==> config.mk <==
export PLATFORM = sky130hd
export DESIGN_NAME = rr_queue_scheduler
export DESIGN_NICKNAME = d
export VERILOG_FILES = /design/src/rtl/sched_pkg.sv /design/src/rtl/sched_fifo.sv /design/src/rtl/rr_queue_scheduler.sv
export SDC_FILE = /design/constraint.sdc
export NUM_CORES = 1
export LEC_CHECK = 0
export ABC_AREA = 1
export CAP_MARGIN = 10
export CORE_MARGIN = 5
export CORE_UTILIZATION = 35
export CTS_BUF_LIST = sky130_fd_sc_hd__clkbuf_8
export DETAILED_ROUTE_END_ITERATION = 10
export PLACE_DENSITY = 0.52
export SYNTH_ARGS = -nofsm -noshare
export SYNTH_HDL_FRONTEND = slang
export SYNTH_SLANG_ARGS = --single-unit
==> constraint.sdc <==
create_clock -name clk -period 4.6 [get_ports clk]
set_input_delay 1.15 -clock clk [delete_from_list [all_inputs] [get_ports clk]]
set_output_delay 1.15 -clock clk [all_outputs]
set_load 0.1 [all_outputs]
==> src/rtl/sched_pkg.sv <==
// Shared types and constants for the four-queue round-robin scheduler.
// Latency: n/a (declarations only).
// Backpressure: n/a.
package sched_pkg;

  localparam int QID_W = 2;
  localparam int PAY_W = 2;
  localparam int NUM_Q = 4;

  // Packet as delivered by the entry block: queue id in the upper bits.
  typedef struct packed {
    logic [QID_W-1:0] qid;
    logic [PAY_W-1:0] payload;
  } pkt_t;

  // Output stage occupancy.
  typedef enum logic {
    ST_EMPTY = 1'b0,
    ST_FULL  = 1'b1
  } stage_e;

  // Bits needed to count 0..depth inclusive.
  function automatic int occ_width(input int depth);
    return $clog2(depth + 1);
  endfunction

endpackage

==> src/rtl/sched_fifo.sv <==
// Circular DEPTH x PAY_W FIFO with occupancy count; a push into a full FIFO is taken when popped the same cycle.
// Latency: written entry is visible at head one cycle after the push edge.
// Backpressure: none upstream; caller sees full and decides (the top counts drops).
// Ports: clk, rst_n, flush (sync clear), push/push_data, pop, head, occ, full, empty.
module sched_fifo
  import sched_pkg::*;
#(
  parameter int DEPTH = 6,
  parameter int OCC_W = 3
) (
  input  logic             clk,
  input  logic             rst_n,
  input  logic             flush,
  input  logic             push,
  input  logic [PAY_W-1:0] push_data,
  input  logic             pop,
  output logic [PAY_W-1:0] head,
  output logic [OCC_W-1:0] occ,
  output logic             full,
  output logic             empty
);

  localparam int PTR_W = (DEPTH > 1) ? $clog2(DEPTH) : 1;

  logic [PAY_W-1:0] mem [DEPTH];
  logic [PTR_W-1:0] wr_ptr;
  logic [PTR_W-1:0] rd_ptr;
  logic [OCC_W-1:0] cnt;
  logic             wr_en;
  logic             rd_en;

  function automatic logic [PTR_W-1:0] ptr_inc(input logic [PTR_W-1:0] p);
    return (p == PTR_W'(DEPTH - 1)) ? '0 : p + PTR_W'(1);
  endfunction

  assign full  = (cnt == OCC_W'(DEPTH));
  assign empty = (cnt == '0);
  assign occ   = cnt;
  assign head  = mem[rd_ptr];

  // A full FIFO that is popping this cycle frees its head slot, so the
  // incoming write lands in the slot being vacated by the read pointer.
  assign wr_en = push && (!full || pop) && !flush;
  assign rd_en = pop && !empty && !flush;

  always_ff @(posedge clk or negedge rst_n) begin
    if (!rst_n) begin
      wr_ptr <= '0;
      rd_ptr <= '0;
      cnt    <= '0;
    end else if (flush) begin
      wr_ptr <= '0;
      rd_ptr <= '0;
      cnt    <= '0;
    end else begin
      if (wr_en) wr_ptr <= ptr_inc(wr_ptr);
      if (rd_en) rd_ptr <= ptr_inc(rd_ptr);
      case ({wr_en, rd_en})
        2'b10:   cnt <= cnt + OCC_W'(1);
        2'b01:   cnt <= cnt - OCC_W'(1);
        default: cnt <= cnt;
      endcase
    end
  end

  // Storage carries no valid bits; occupancy alone says which entries are live.
  always_ff @(posedge clk) begin
    if (wr_en) mem[wr_ptr] <= push_data;
  end

endmodule

==> src/rtl/rr_queue_scheduler.sv <==
// Four per-queue FIFOs drained round-robin into one registered valid/ready output, with per-queue drop counters.
// Latency: packet pushed at edge N is presented after edge N+1 when the system is idle.
// Backpressure: out_ready stalls the output stage; input has none, overflowing pushes are dropped and counted.
// Ports: clk, rst_n, in_valid/in_data, flush, out_valid/out_ready/out_qid/out_data, occ, drop_cnt.
module rr_queue_scheduler
  import sched_pkg::*;
#(
  parameter int DEPTH = 6,
  parameter int CNT_W = 8,
  localparam int OCC_W = occ_width(DEPTH)
) (
  input  logic                   clk,
  input  logic                   rst_n,
  input  logic                   in_valid,
  input  logic [3:0]             in_data,
  input  logic                   flush,
  output logic                   out_valid,
  input  logic                   out_ready,
  output logic [1:0]             out_qid,
  output logic [1:0]             out_data,
  output logic [NUM_Q*OCC_W-1:0] occ,
  output logic [NUM_Q*CNT_W-1:0] drop_cnt
);

  pkt_t             in_pkt;
  pkt_t             out_pkt;
  stage_e           stage;
  logic [QID_W-1:0] rr_ptr;

  logic [NUM_Q-1:0] q_full;
  logic [NUM_Q-1:0] q_empty;
  logic [NUM_Q-1:0] q_push;
  logic [NUM_Q-1:0] q_pop;
  logic [PAY_W-1:0] q_head [NUM_Q];

  logic [QID_W-1:0] sel;
  logic [QID_W-1:0] cand;
  logic             any;
  logic             load;

  assign in_pkt = pkt_t'(in_data);

  // Pick the first non-empty queue after rr_ptr. Scanning from the farthest
  // candidate to the nearest lets the nearest one win; offset NUM_Q wraps to
  // rr_ptr itself, which therefore has the lowest priority.
  always_comb begin
    sel  = rr_ptr;
    cand = '0;
    any  = 1'b0;
    for (int i = NUM_Q; i >= 1; i--) begin
      cand = rr_ptr + QID_W'(i);
      if (!q_empty[cand]) begin
        sel = cand;
        any = 1'b1;
      end
    end
  end

  // Arbitration only looks at occupancy registered before this edge, so a
  // packet written this cycle cannot be popped this cycle.
  assign load  = (stage == ST_EMPTY) || out_ready;
  assign q_pop = (load && any && !flush) ? (NUM_Q'(1) << sel) : '0;

  for (genvar g = 0; g < NUM_Q; g++) begin : g_q
    logic [PAY_W-1:0] head;
    logic [OCC_W-1:0] q_occ;
    logic [CNT_W-1:0] drops;
    logic             drop;

    assign q_push[g] = in_valid && (in_pkt.qid == QID_W'(g));

    sched_fifo #(
      .DEPTH (DEPTH),
      .OCC_W (OCC_W)
    ) u_fifo (
      .clk       (clk),
      .rst_n     (rst_n),
      .flush     (flush),
      .push      (q_push[g]),
      .push_data (in_pkt.payload),
      .pop       (q_pop[g]),
      .head      (head),
      .occ       (q_occ),
      .full      (q_full[g]),
      .empty     (q_empty[g])
    );

    assign q_head[g] = head;
    assign occ[g*OCC_W +: OCC_W] = q_occ;

    // Flush discards the push outright, so it is not counted as an overflow.
    assign drop = q_push[g] && q_full[g] && !q_pop[g] && !flush;

    always_ff @(posedge clk or negedge rst_n) begin
      if (!rst_n) begin
        drops <= '0;
      end else if (drop && !(&drops)) begin
        drops <= drops + CNT_W'(1);
      end
    end

    assign drop_cnt[g*CNT_W +: CNT_W] = drops;
  end

  // Output stage: EMPTY/FULL with the presented packet held until handshake.
  always_ff @(posedge clk or negedge rst_n) begin
    if (!rst_n) begin
      stage   <= ST_EMPTY;
      out_pkt <= '0;
      rr_ptr  <= QID_W'(NUM_Q - 1);
    end else if (flush) begin
      stage   <= ST_EMPTY;
      out_pkt <= '0;
    end else if (load) begin
      if (any) begin
        stage           <= ST_FULL;
        out_pkt.qid     <= sel;
        out_pkt.payload <= q_head[sel];
        rr_ptr          <= sel;
      end else begin
        stage <= ST_EMPTY;
      end
    end
  end

  assign out_valid = (stage == ST_FULL);
  assign out_qid   = out_pkt.qid;
  assign out_data  = out_pkt.payload;

endmodule

Yosys cells after proc, flatten, opt, wreduce, memory -nomap -nowiden
Memory sizes are Yosys's and may differ from the RTL's.
Cells that the tools add are included.
{ "word_totals": {"regBits": 75, "mem_bits_rw": 48, "input_bits": 9, "out_inout_bits": 49, "wordCells": 229, "mem_count": 4} }
{ "op_classes": {"n_addsub": 23, "n_lt_le_gt_ge": 5, "n_eq_ne": 23, "shifts": 1, "muxes": 65, "bitwise_logic": 3, "reduce_logical": 85} }
{ "memory_table": {"columns": ["memory", "words", "width", "rd", "rd_ports_with_merged_regs", "write_ports", "line_no", "rtl"], "rows": [
  ["g_q[0].u_fifo.mem", 6, 2, 1, 0, 1, "sched_fifo.sv:25", "logic [PAY_W-1:0] mem [DEPTH];"],
  ["g_q[1].u_fifo.mem", 6, 2, 1, 0, 1, "sched_fifo.sv:25", null],
  ["g_q[2].u_fifo.mem", 6, 2, 1, 0, 1, "sched_fifo.sv:25", null],
  ["g_q[3].u_fifo.mem", 6, 2, 1, 0, 1, "sched_fifo.sv:25", null]
]} }
{ "ops": {"columns": ["cell", "n"], "rows": [
  ["two-way mux 3 bit", 28],
  ["logical AND 1 bit", 38],
  ["adder 3 x 1 -> 3 bit (second input constant)", 12],
  ["equality test 3 bit (second input constant)", 12],
  ["adder 8 x 1 -> 8 bit (second input constant)", 4],
  ["AND reduction 8 bit", 4],
  ["case mux 3 bit (2 select lines)", 4],
  ["nonzero test 2 bit", 10],
  ["two-way mux 1 bit", 19],
  ["zero test 1 bit", 17],
  ["two-way mux 4 bit", 4],
  ["equality test 2 bit (second input constant)", 6],
  ["zero test 3 bit", 4],
  ["< comparator 2 x 3 -> 1 bit (second input constant)", 4],
  ["nonzero test 3 bit", 4],
  ["subtractor 3 x 1 -> 3 bit (second input constant)", 4],
  ["equality test 2 x 1 -> 1 bit (second input constant)", 5],
  ["two-way mux 2 bit", 5],
  ["binary-select mux 1 bit (select 2 bit)", 4],
  ["logical OR 1 bit", 5],
  ["adder 2 bit (second input constant)", 2],
  ["binary-select mux 2 bit (select 2 bit)", 1],
  ["left shift 1 x 2 -> 4 bit (first input constant)", 1],
  [">= comparator 3 bit (second input constant)", 1],
  ["6 further kinds", 7]
]} }

Depth between registers and ports, before layout
Gate-level depths: netlist (run 1).
{ "logic_depth": {"depth_word": 16, "mapped_depth": 22} }

Modules after synthesis
Synthesis (run 1) repeated with hierarchy kept, for this count alone.
{ "hier_totals": {"hier_cells": 765, "area_unflattened_um2": 6688.9} }
{ "by_module_without_submodules": {"columns": ["mod", "n_inst", "cells_each", "area_each_um2"], "rows": [
  ["rr_queue_scheduler", 1, 336, 2593.7],
  ["sched_fifo at g_q[2].u_fifo ...", 2, 109, 1032.2],
  ["sched_fifo at g_q[0].u_fifo", 1, 106, 1016.0],
  ["sched_fifo at g_q[1].u_fifo", 1, 105, 1014.7]
]} }

Worst setup path after synthesis (run 1)
OpenSTA, ideal clock, no wires.
{ "synth_path": {"path_kind": "flip-flop to flip-flop", "start": "reg g_q[0].u_fifo.cnt[0]", "end": "reg g_q[2].u_fifo.cnt[2]", "setup_ns": 0.121, "arrival_time_ns": 3.146, "slack_ns": 1.333, "stages_incl_launch_ff": 21, "period_less_slack_ns": 3.267, "cell_sequence": "dfrtp_1 inv_1 nand3_1 nand2_1 nand2_1 nand3_1 nand3_1 nand2_2 buf_4 nand2_1 nor2_2 o31ai_1 inv_1 fa_1 xnor2_1 inv_1 nand3_1 nand2_1 inv_1 nand2_1 nand2_1"} }
{ "synth_between": {"elab_chain_len": 16, "word_cells_on_any_way": 30, "cone_classes": "eq/ne: 2; shift: 1; mux: 18; reduce/logical: 9"} }
{ "synth_lines": {"columns": ["element", "line_no", "rtl"], "rows": [
  ["start, declared", "sched_fifo.sv:28", "logic [OCC_W-1:0] cnt;"],
  ["start signal, assigned", "sched_fifo.sv:59", "2'b10: cnt <= cnt + OCC_W'(1);"],
  ["start signal, assigned", "sched_fifo.sv:60", "2'b01: cnt <= cnt - OCC_W'(1);"],
  ["start signal, assigned", "sched_fifo.sv:61", "default: cnt <= cnt;"],
  ["zero test 3 bit *", "sched_fifo.sv:37", "assign empty = (cnt == '0);"],
  ["binary-select mux 1 bit (select 2 bit)", "rr_queue_scheduler.sv:52", "if (!q_empty[cand]) begin"],
  ["two-way mux 1 bit (implied by the code)", "rr_queue_scheduler.sv:52", null],
  ["two-way mux 1 bit (4 in a row)", "rr_queue_scheduler.sv:52", null],
  ["logical AND 1 bit (2 in a row)", "rr_queue_scheduler.sv:62", "assign q_pop = (load && any && !flush) ? (NUM_Q'(1) << sel) : '0;"],
  ["two-way mux 4 bit *", "rr_queue_scheduler.sv:62", null],
  ["logical OR 1 bit", "sched_fifo.sv:43", "assign wr_en = push && (!full || pop) && !flush;"],
  ["logical AND 1 bit (2 in a row)", "sched_fifo.sv:43", null],
  ["equality test 2 x 1 -> 1 bit / equality test 2 bit (equally long branches)", "sched_fifo.sv:58", "case ({wr_en, rd_en})"],
  ["case mux 3 bit (2 select lines)", "sched_fifo.sv:58", null],
  ["two-way mux 3 bit", "sched_fifo.sv:51", "end else if (flush) begin"],
  ["end signal, assigned", "sched_fifo.sv:59", null],
  ["end signal, assigned", "sched_fifo.sv:60", null],
  ["end signal, assigned", "sched_fifo.sv:61", null],
  ["end, declared", "sched_fifo.sv:28", null]
]} }
Every way passes the cells marked *; elsewhere a longest branch is shown, timed or not. The select of a mux whose other input is x is not followed.
A chain may end at the register's enable or synchronous reset.

Final worst setup path (run 1)
{ "layout_path": {"start": "reg g_q[2].u_fifo.cnt[1]", "end": "out occ[7]"} }
{ "layout_rtl": {"columns": ["element", "line_no", "rtl"], "rows": [
  ["end, declared", "rr_queue_scheduler.sv:21", "output logic [NUM_Q*OCC_W-1:0] occ,"]
]} }
No word-level cell between the ends.

==> impl_metrics.csv, run 1 <==
group,metric,value,unit
cells_and_area,nNetsFinal,770,
timing,drv_slew,0,
clock_tree,postCtsHoldBufs,0,
setup_path,regToRegSetupSlack,1.65,ns
power_and_ir_drop,p_leak,3.22,nW
timing,tns,0,ns
global_route,track_usage,14.8,%
setup_path,reg2reg_depth,19,
setup_path,end_kind,"primary output",
setup_path,crit_family,"buffers and inverters",
drt,ant_nets,0,
synth,synth-seq-cells,123,
run,maxCapViolCount,0,
synth,ys_top_cells_by_area,"dfrtp_1 (30%), edfxtp_1 (24%), nand2_1 (8.8%)",
setup_path,crit_required,3.45,ns
synth,synth_nets,698,
synth,ys_seq_area_share,54.3,%
setup_path,start_kind,"register",
floorplan,die_width,142,um
cells_and_area,drive_gt1_share,8.36,%
clock_tree,cts_tree,"yes",
clock_tree,cts_setup_buffers,0,
clock_tree,cts.repair.resized,0,
cells_and_area,final_cell_mix,"nand2_1 (143), inv_1 (90), dfrtp_1 (73), nand3_1 (64), nor2_1 (60)",
drt,viasPerCell,4.83,
synth,yosysTopAreaCellShare,29.9,%
setup_path,crit_end,"occ[7]",
drt,dr.first_iter.drc_count,352,
timing,min_period_over_period,70.9,%
synth,async_flop_share,61.0,%
setup_path,crit_type,"register to primary output",
floorplan,core,17200,um^2
placement,io_buffers,57,
setup_path,worst-path-stages,1,
clock_tree,clk_pin_slew_worst_paths,0.08,ns
synth,netlist_area,6110,um^2
setup_path,startpoint,"g_q[2].u_fifo.occ[1]",
drt,vias,4784,
placement,gp_congestion,0.917,
synth,avgSynthCellArea,8.98,um^2
setup_path,r2r_end,"g_q[2].u_fifo.occ[2]",
timing,slew_headroom,33.0,%
setup_path,path_cells,"clkdlybuf4s50_1",
clock_tree,clock-root-buffer,"clkbuf_8",
synth,synth_flop_cell,"dfrtp_1",
drt,first_pass_iters,5,
synth,synthCells,681,
setup_path,slowest_stage,"clkdlybuf4s50_1",
setup_path,path_max_fanout,5,
cells_and_area,n_antenna_cell,0,
placement,dp_hpwl,10.2,mm
synth,yosysUniqueCellTypes,42,
drt,drc_errors,0,
setup_path,reg2reg_from,"rr_ptr[0]",
synth,synth-edff-count,48,
synth,synth_area_leader_cell,"dfrtp_1",
timing,hold_viol,0,
timing,rsz0062_at_grt,"false",
power_and_ir_drop,peakVddDrop,0.000266,V
timing,setup_viol,0,
global_route,grt_pass1_wl,23.8,mm
floorplan,floorplan.initialDensity,35.5,%
floorplan,io_pins,58,
timing,worst_slew_pin_slew,1.01,ns
clock_tree,clk_latency,0.44,ns
floorplan,die_h,142,um
floorplan,die_area,20200,um^2
global_route,grt_max_degree,76,
clock_tree,cts.path.max_buffers,2,
global_route,overflow,0,
timing,fmax,307,MHz
timing,fin_crit,3.26,ns
drt,wl,14.1,mm
global_route,grt_pass1_vias,4797,
status,status,"finished, final reports clean",
clock_tree,numCtsBuffers,17,
setup_path,cp_slowest_stage_delay,1.19,ns
clock_tree,cts_max_level,4,
cells_and_area,area.growth.synth_to_final,20.6,%
clock_tree,cts_sinks,123,
power_and_ir_drop,powerDensity,516,nW/um^2
setup_path,arrival,2.11,ns
setup_path,path_buf_inv,1,
cells_and_area,instances_no_fill,991,
min_path,hold_path.class,"register to register",
global_route,antenna_found_initial,0,
synth,ys_warn_count,0,
timing,fin_skew,0.0126,ns
cells_and_area,fillers,1668,
drt,wire_per_inst,14.2,um
placement,dp_cells,959,
floorplan,core.rowCount,48,
cells_and_area,final_common_cell,"nand2_1",
[sequential cells by signal (all words and copies together) (netlist names)]
| name | flops |
|---|---|
| g_q.u_fifo.wr_ptr | 12 |
| g_q.u_fifo.rd_ptr | 12 |
| out_data | 2 |
| g_q.u_fifo.occ | 12 |
| out_qid | 2 |
| out_valid | 1 |
| g_q.u_fifo.mem | 48 |
| g_q.drops | 32 |
| rr_ptr | 2 |
[through the flow]
stage               hold WS (ns)  total power [mW]  setup WS [ns]  util [%]  instance area, um^2
global route               0.526              4.08           1.17      42.8                 7380
floorplan                  0.477              2.46           1.33         -                 6110
finish                     0.485              3.81           1.34      42.8                 7380
global placement           0.481              2.79           1.05      40.3                 6950
CTS                        0.491              3.85           1.30      42.8                 7380
detailed placement         0.477              2.81          0.969      40.3                 6950
[report_power, final]
group / internal [mW] / leakage, nW / switching [mW]
combinational: 0.392 / 1.57 / 1.06
sequential: 1.22 / 1.44 / 0.102
clock: 0.597 / 0.217 / 0.435
total: 2.21 / 3.22 / 1.59
[worst min path at each step]
stage	to	depth (start not counted)	from	slack, ns
3_3_place_gp	g_q[2].drops[4]	1	g_q[2].drops[4]	0.48
2_1_floorplan	g_q[1].u_fifo.wr_ptr[1]	2	g_q[1].u_fifo.wr_ptr[0]	0.48
5_1_grt	g_q[2].drops[4]	1	g_q[2].drops[4]	0.53
4_1_cts	g_q[2].drops[4]	1	g_q[2].drops[4]	0.49
3_5_place_dp	g_q[2].drops[4]	1	g_q[2].drops[4]	0.48
6_report	g_q[2].drops[4]	1	g_q[2].drops[4]	0.49
[cells by family after synthesis]
| logic type | count (synthesis) | synth area share [%] |
|---|---|---|
| flip-flops | 123 | 54.3 |
| AND/OR/NAND/NOR | 325 | 23.8 |
| buffers and inverters | 104 | 6.51 |
| AO/OA/AOI/OAI | 88 | 8.45 |
| adder cells (fa/ha/maj) | 8 | 2.13 |
| XOR/XNOR | 33 | 4.85 |
[cells in the mapped netlist (3+ instances only)]
cell,instances
nand2_1,143
inv_1,88
dfrtp_1,73
nand3_1,64
nor2_1,60
edfxtp_1,48
o21ai_0,37
nor3_1,23
xor2_1,20
a21oi_1,17
nand4_1,13
xnor2_1,12
o22ai_1,11
inv_2,7
nor2_2,7
o221ai_1,7
clkbuf_1,4
fa_1,4
ha_1,4
nand2_2,4
o21ai_1,4
clkinv_1,3
nand3_2,3
[cell type report]
| cell class | count | area [um^2] | area share [%] |
|---|---|---|---|
| timing repair buffer | 59 | 583 | 7.91 |
| tap | 225 | 282 | 3.82 |
| clock inverter | 14 | 179 | 2.43 |
| multi-input combinational | 454 | 2400 | 32.5 |
| clock buffer | 18 | 248 | 3.36 |
| sequential | 123 | 3320 | 45.0 |
| inverter | 98 | 368 | 4.99 |
[per-layer routing]
metal	GRT usage [%]	part of all wire, %
met5	0	0
met4	5.91	2.0
met3	3.70	4.4
met2	23.7	48
met1	19.4	46
No activity file was read; power rests on OpenSTA's default activity.
==> run 2: changes to the inputs <==
- clock period: 4.6 -> 3.4 ns (I/O delays scaled with it)
==> run 2 against run 1 <==
Cell count increased by 0.81%. Core utilization decreased by 0.88 points. Clock power increased by 5%. Critical endpoint is now g_q[2].u_fifo.occ[2].
==> impl_metrics.csv, run 2 (same netlist as run 1, synthesis figures left out) <==
group,metric,value,unit
drt,viasPerCell,4.84,
clock_tree,cts_setup_buffers,0,
cells_and_area,reg_top3,"g_q.u_fifo.mem (48), g_q.drops (32)",
placement,dp_cells,968,
placement,dpl_worst_slack,0.129,ns
min_path,hold_path.class,"register to register",
floorplan,die_area,20200,um^2
clock_tree,cts_sinks,123,
placement,io_buffers,57,
cells_and_area,multiInputGateArea,2400,um^2
power_and_ir_drop,p_leak,3.31,nW
global_route,grt_max_degree,76,
timing,fmax,334,MHz
cells_and_area,nNetsFinal,779,
run,maxCapViolCount,0,
clock_tree,cts.repair.resized,0,
floorplan,core,17200,um^2
floorplan,io_pins,58,
global_route,track_usage,14.8,%
global_route,overflow,0,
clock_tree,clk_pin_slew_worst_paths,0.07,ns
power_and_ir_drop,peakVddDrop,0.000314,V
cells_and_area,final_cell_mix,"nand2_1 (143), inv_1 (89), dfrtp_1 (73), nand3_1 (64), buf_4 (61)",
placement,dp_hpwl,10.4,mm
setup_path,crit_type,"register to register",
timing,tns,0,ns
cells_and_area,regMostFlops,"g_q.u_fifo.mem",
drt,ant_nets,0,
clock_tree,clk_latency,0.43,ns
drt,vias,4840,
setup_path,reg2reg_from,"rr_ptr[0]",
clock_tree,clock-root-buffer,"clkbuf_8",
drt,wl,14.0,mm
global_route,grt_pass1_wl,23.7,mm
floorplan,core.rowCount,48,
setup_path,path_max_fanout,12,
cells_and_area,fillers,1686,
cells_and_area,regArea,3320,um^2
timing,rsz0062_at_grt,"false",
clock_tree,postCtsHoldBufs,0,
power_and_ir_drop,power.total,4.90,mW
clock_tree,cts.path.max_buffers,2,
cells_and_area,largest_register_ffs,48,
global_route,antenna_found_initial,0,
floorplan,die_width,142,um
clock_tree,numCtsBuffers,17,
cells_and_area,n_antenna_cell,0,
cells_and_area,drive_gt1_share,15.6,%
drt,drc_errors,0,
cells_and_area,instances_no_fill,999,
timing,drv_slew,0,
cells_and_area,final_common_cell,"nand2_1",
setup_path,end_kind,"register",
timing,setup_viol,0,
timing,hold_viol,0,
setup_path,crit_required,3.73,ns
global_route,grt_pass1_vias,4843,
timing,fin_skew,0.0120,ns
drt,first_pass_iters,5,
drt,wire_per_inst,14.0,um
floorplan,floorplan.initialDensity,35.5,%
timing,fin_ws,0.408,ns
power_and_ir_drop,powerDensity,678,nW/um^2
clock_tree,cts_max_level,4,
timing,fin_crit,2.99,ns
placement,gp_congestion,0.884,
timing,min_period_over_period,88.0,%
setup_path,arrival,3.32,ns
cells_and_area,post-route-util,41.9,%
drt,dr.first_iter.drc_count,194,
cells_and_area,area.growth.synth_to_final,18.2,%
floorplan,die_h,142,um
setup_path,start_kind,"register",
setup_path,startpoint,"rr_ptr[0]",
timing,worst_slew_pin_slew,1.00,ns
min_path,hold_path.startpoint,"g_q[2].drops[4]",
status,status,"finished, final reports clean",
timing,slew_headroom,33.0,%
clock_tree,cts_tree,"yes",
## run 2: cell count changes in the layout (fill, tap and decap cells not counted), moves of 2 or more
cell             delta
bufinv_16           -4
clkinv_2            +4
buf_4              +58
clkdlybuf4s50_1    -49
clkbuf_8            +2
clkinvlp_4          -2
## run 2: worst max-delay path, cell delays in order (launching register included)
cell and delay [ns]:
dfstp_2 0.64, inv_2 0.11, nand3_1 0.12, nand2_1 0.08, nand2_1 0.10, nand3_1 0.10
nand3_1 0.12, nand2_2 0.22, nand2_1 0.14, nor2_2 0.06, o31ai_1 0.18, inv_1 0.13
fa_1 0.40, xnor2_1 0.18, nand2_1 0.08, nand2_1 0.09, inv_1 0.04, nand2_1 0.05
nand2_1 0.05
## run 2: per-stage QoR
step | hold slack [ns] | area [um^2]
after floorplan | 0.477 | 6110
after global placement | 0.483 | 6890
after detailed placement | 0.483 | 6890
after CTS | 0.503 | 7220
after global routing | 0.530 | 7220
final | 0.500 | 7220
## run 2: final timing paths
check,endpoint,slack [ns],cells past startpoint
worst max-delay path,g_q[2].u_fifo.occ[2],0.41,18
max in group asynchronous,g_q[2].u_fifo.rd_ptr[1],2.17,1
min in group asynchronous,g_q[3].drops[7],0.58,1
worst min-delay path,g_q[2].drops[4],0.50,1
worst max register to register,g_q[2].u_fifo.occ[2],0.41,18
worst min register to register,g_q[2].drops[4],0.50,1
## run 2: cell type report
cell class | count | area share (%)
clock buffers | 20 | 3.81
clock inverters | 11 | 0.762
inverters | 98 | 5.09
multi-input cells | 454 | 33.2
flip-flops and latches | 123 | 46.0
well taps | 225 | 3.90
repair buffers | 68 | 7.31
## run 2: metal layers
metal / vias to the layer above / share of wire (%) / track usage [%]
li1: 2431 / - / -
met1: 2315 / 46 / 18.6
met2: 81 / 49 / 24.8
met3: 13 / 4.5 / 4.70
met4: 0 / 0.89 / 3.69
met5: - / 0 / 0
## run 2: where the power goes
part,internal (mW),switching [mW]
clock network,0.540,0.544
logic,0.557,1.46
registers,1.66,0.139
==> run 3: changes to the inputs <==
- CAP_MARGIN: 10 -> default
- clock period: 3.4 -> 3.1 ns (I/O delays scaled with it)
==> run 3 against run 2 <==
Die area unchanged. Core utilization up 0.80 points. Final area up 1.9%. Global-route usage down 0.12 points. Total power rose by 16%. Cell count increased by 0.80%. Sequential power increased by 10%. Largest power group unchanged. Critical path type unchanged. Wire length grew 1.4%. Via count grew 0.21%.
==> impl_metrics.csv, run 3 (same netlist as run 1, synthesis figures left out) <==
group,metric,value,unit
clock_tree,cts.path.max_buffers,2,
power_and_ir_drop,comb_power_share,40.6,%
floorplan,core,17200,um^2
power_and_ir_drop,netSwitchingFraction,42.0,%
power_and_ir_drop,p_leak,3.37,nW
drt,ant_nets,0,
floorplan,die_area,20200,um^2
setup_path,start_kind,"register",
global_route,overflow,0,
power_and_ir_drop,clock_power_share,24.7,%
cells_and_area,largest_register_ffs,48,
floorplan,core.rowCount,48,
global_route,grt_pass1_vias,4784,
power_and_ir_drop,peakVddDrop,0.000419,V
clock_tree,cts_max_level,4,
cells_and_area,final_cell_mix,"nand2_1 (143), inv_1 (93), buf_4 (67), nand3_1 (64), dfrtp_1 (61)",
power_and_ir_drop,p_sw,2.39,mW
drt,dr.first_iter.drc_count,190,
cells_and_area,n_antenna_cell,0,
global_route,grt_max_degree,43,
timing,fin_skew,0.0131,ns
drt,drc_errors,0,
global_route,antenna_found_initial,0,
timing,min_period_over_period,93.0,%
floorplan,io_pins,58,
cells_and_area,post-route-util,42.7,%
timing,slew_headroom,53.9,%
floorplan,floorplan.initialDensity,35.5,%
cells_and_area,area.growth.synth_to_final,20.4,%
timing,worst_slew_pin_slew,0.685,ns
timing,tns,0,ns
clock_tree,clk_latency,0.44,ns
cells_and_area,final_common_cell,"nand2_1",
clock_tree,clock-root-buffer,"clkbuf_8",
timing,rsz0062_at_grt,"false",
drt,viasPerCell,4.82,
floorplan,die_width,142,um
power_and_ir_drop,powerDensity,772,nW/um^2
cells_and_area,reg_top3,"g_q.u_fifo.mem (48), g_q.drops (32)",
timing,drv_slew,0,
drt,wl,14.2,mm
clock_tree,cts.repair.resized,0,
timing,hold_viol,0,
global_route,track_usage,14.7,%
floorplan,die_h,142,um
clock_tree,cts_tree,"yes",
drt,first_pass_iters,4,
setup_path,crit_type,"register to register",
setup_path,crit_required,3.48,ns
drt,wire_per_inst,14.1,um
setup_path,arrival,3.26,ns
power_and_ir_drop,p_int,3.30,mW
run,maxCapViolCount,0,
clock_tree,numCtsBuffers,17,
power_and_ir_drop,p_seq_share,34.8,%
cells_and_area,regMostFlops,"g_q.u_fifo.mem",
timing,fmax,347,MHz
setup_path,end_kind,"register",
cells_and_area,drive_gt1_share,17.5,%
clock_tree,clk_pin_slew_worst_paths,0.07,ns
drt,vias,4850,
clock_tree,cts_sinks,123,
placement,gp_congestion,0.895,
min_path,hold_path.class,"input port to async pin",
status,status,"finished, final reports clean",
setup_path,path_max_fanout,8,
placement,dp_hpwl,10.6,mm
timing,fin_crit,2.88,ns
placement,io_buffers,57,
global_route,grt_pass1_wl,23.6,mm
clock_tree,postCtsHoldBufs,0,
cells_and_area,nNetsFinal,786,
timing,setup_viol,0,
-- run 3: metal layers --
| metal | GRT usage [%] | part of all wire [%] | vias up | wire [um] |
|---|---|---|---|---|
| li1 | - | - | 2446 | - |
| met1 | 18.8 | 47 | 2305 | 6640 |
| met2 | 24.0 | 48 | 82 | 6800 |
| met3 | 3.73 | 3.8 | 17 | 546 |
| met4 | 5.30 | 1.5 | 0 | 218 |
| met5 | 0 | 0 | - | 0 |
-- run 3: layout make-up --
cell class | count | area, um^2
Clock buffer | 18 | 248
Clock inverter | 14 | 140
Fill cell | 1685 | 9870
Inverter | 98 | 368
Multi-Input combinational cell | 454 | 2400
Sequential cell | 123 | 3340
Tap cell | 225 | 282
Timing Repair Buffer | 75 | 593
-- run 3: final timing paths --
check,cells after the start,slack (ns),from,endpoint
setup / recovery,17,0.22,rr_ptr[0],g_q[3].u_fifo.occ[2]
hold / removal,1,0.29,rst_n,out_qid[1]
setup reg to reg,17,0.22,rr_ptr[0],g_q[3].u_fifo.occ[2]
hold reg to reg,1,0.49,g_q[2].drops[6],g_q[2].drops[6]
max in group asynchronous,2,2.19,rst_n,g_q[0].u_fifo.occ[2]
min in group clk,1,0.49,g_q[2].drops[6],g_q[2].drops[6]
-- run 3: critical path, stage by stage, from the launching register on --
cell and delay, ns:
dfstp_2 0.65, inv_2 0.11, nand3_1 0.14, nand2_1 0.08, nand2_1 0.10, nand3_1 0.09
nand2_1 0.07, nand2_1 0.07, nand2_2 0.20, buf_4 0.21, nor2_4 0.05, o21ai_2 0.11
inv_1 0.09, fa_1 0.39, xnor2_1 0.20, xor2_1 0.16, nand2_1 0.06, nand2_1 0.05
-- run 3: stage by stage --
stage               total power [mW]  cells  setup slack (ns)  instance area (um^2)  hold WS (ns)
finish                          5.68   1007             0.217                  7360         0.289
global route                    6.06   1007            0.0101                  7360         0.307
CTS                             5.72   1006             0.253                  7350         0.289
detailed placement              4.30    974            0.0136                  6970         0.490
global placement                4.28    974            0.0495                  6970         0.478
floorplan                       3.66    681             0.180                  6130         0.477
-- run 3: what timing repair did --
action,in CTS,in global routing
setup buffers,0,1
hold endpoints to repair,0,0
endpoints found under the setup margin,0,1
-- run 3: power by group through the flow --
| stage | Sequential, mW | Clock [mW] | Combinational, mW |
|---|---|---|---|
| floorplan | 2.38 | 0 | 1.28 |
| global placement | 2.01 | 0 | 2.27 |
| detailed placement | 2.01 | 0 | 2.30 |
| CTS | 1.98 | 1.45 | 2.30 |
| global route | 1.99 | 1.53 | 2.53 |
| finish | 1.97 | 1.40 | 2.31 |
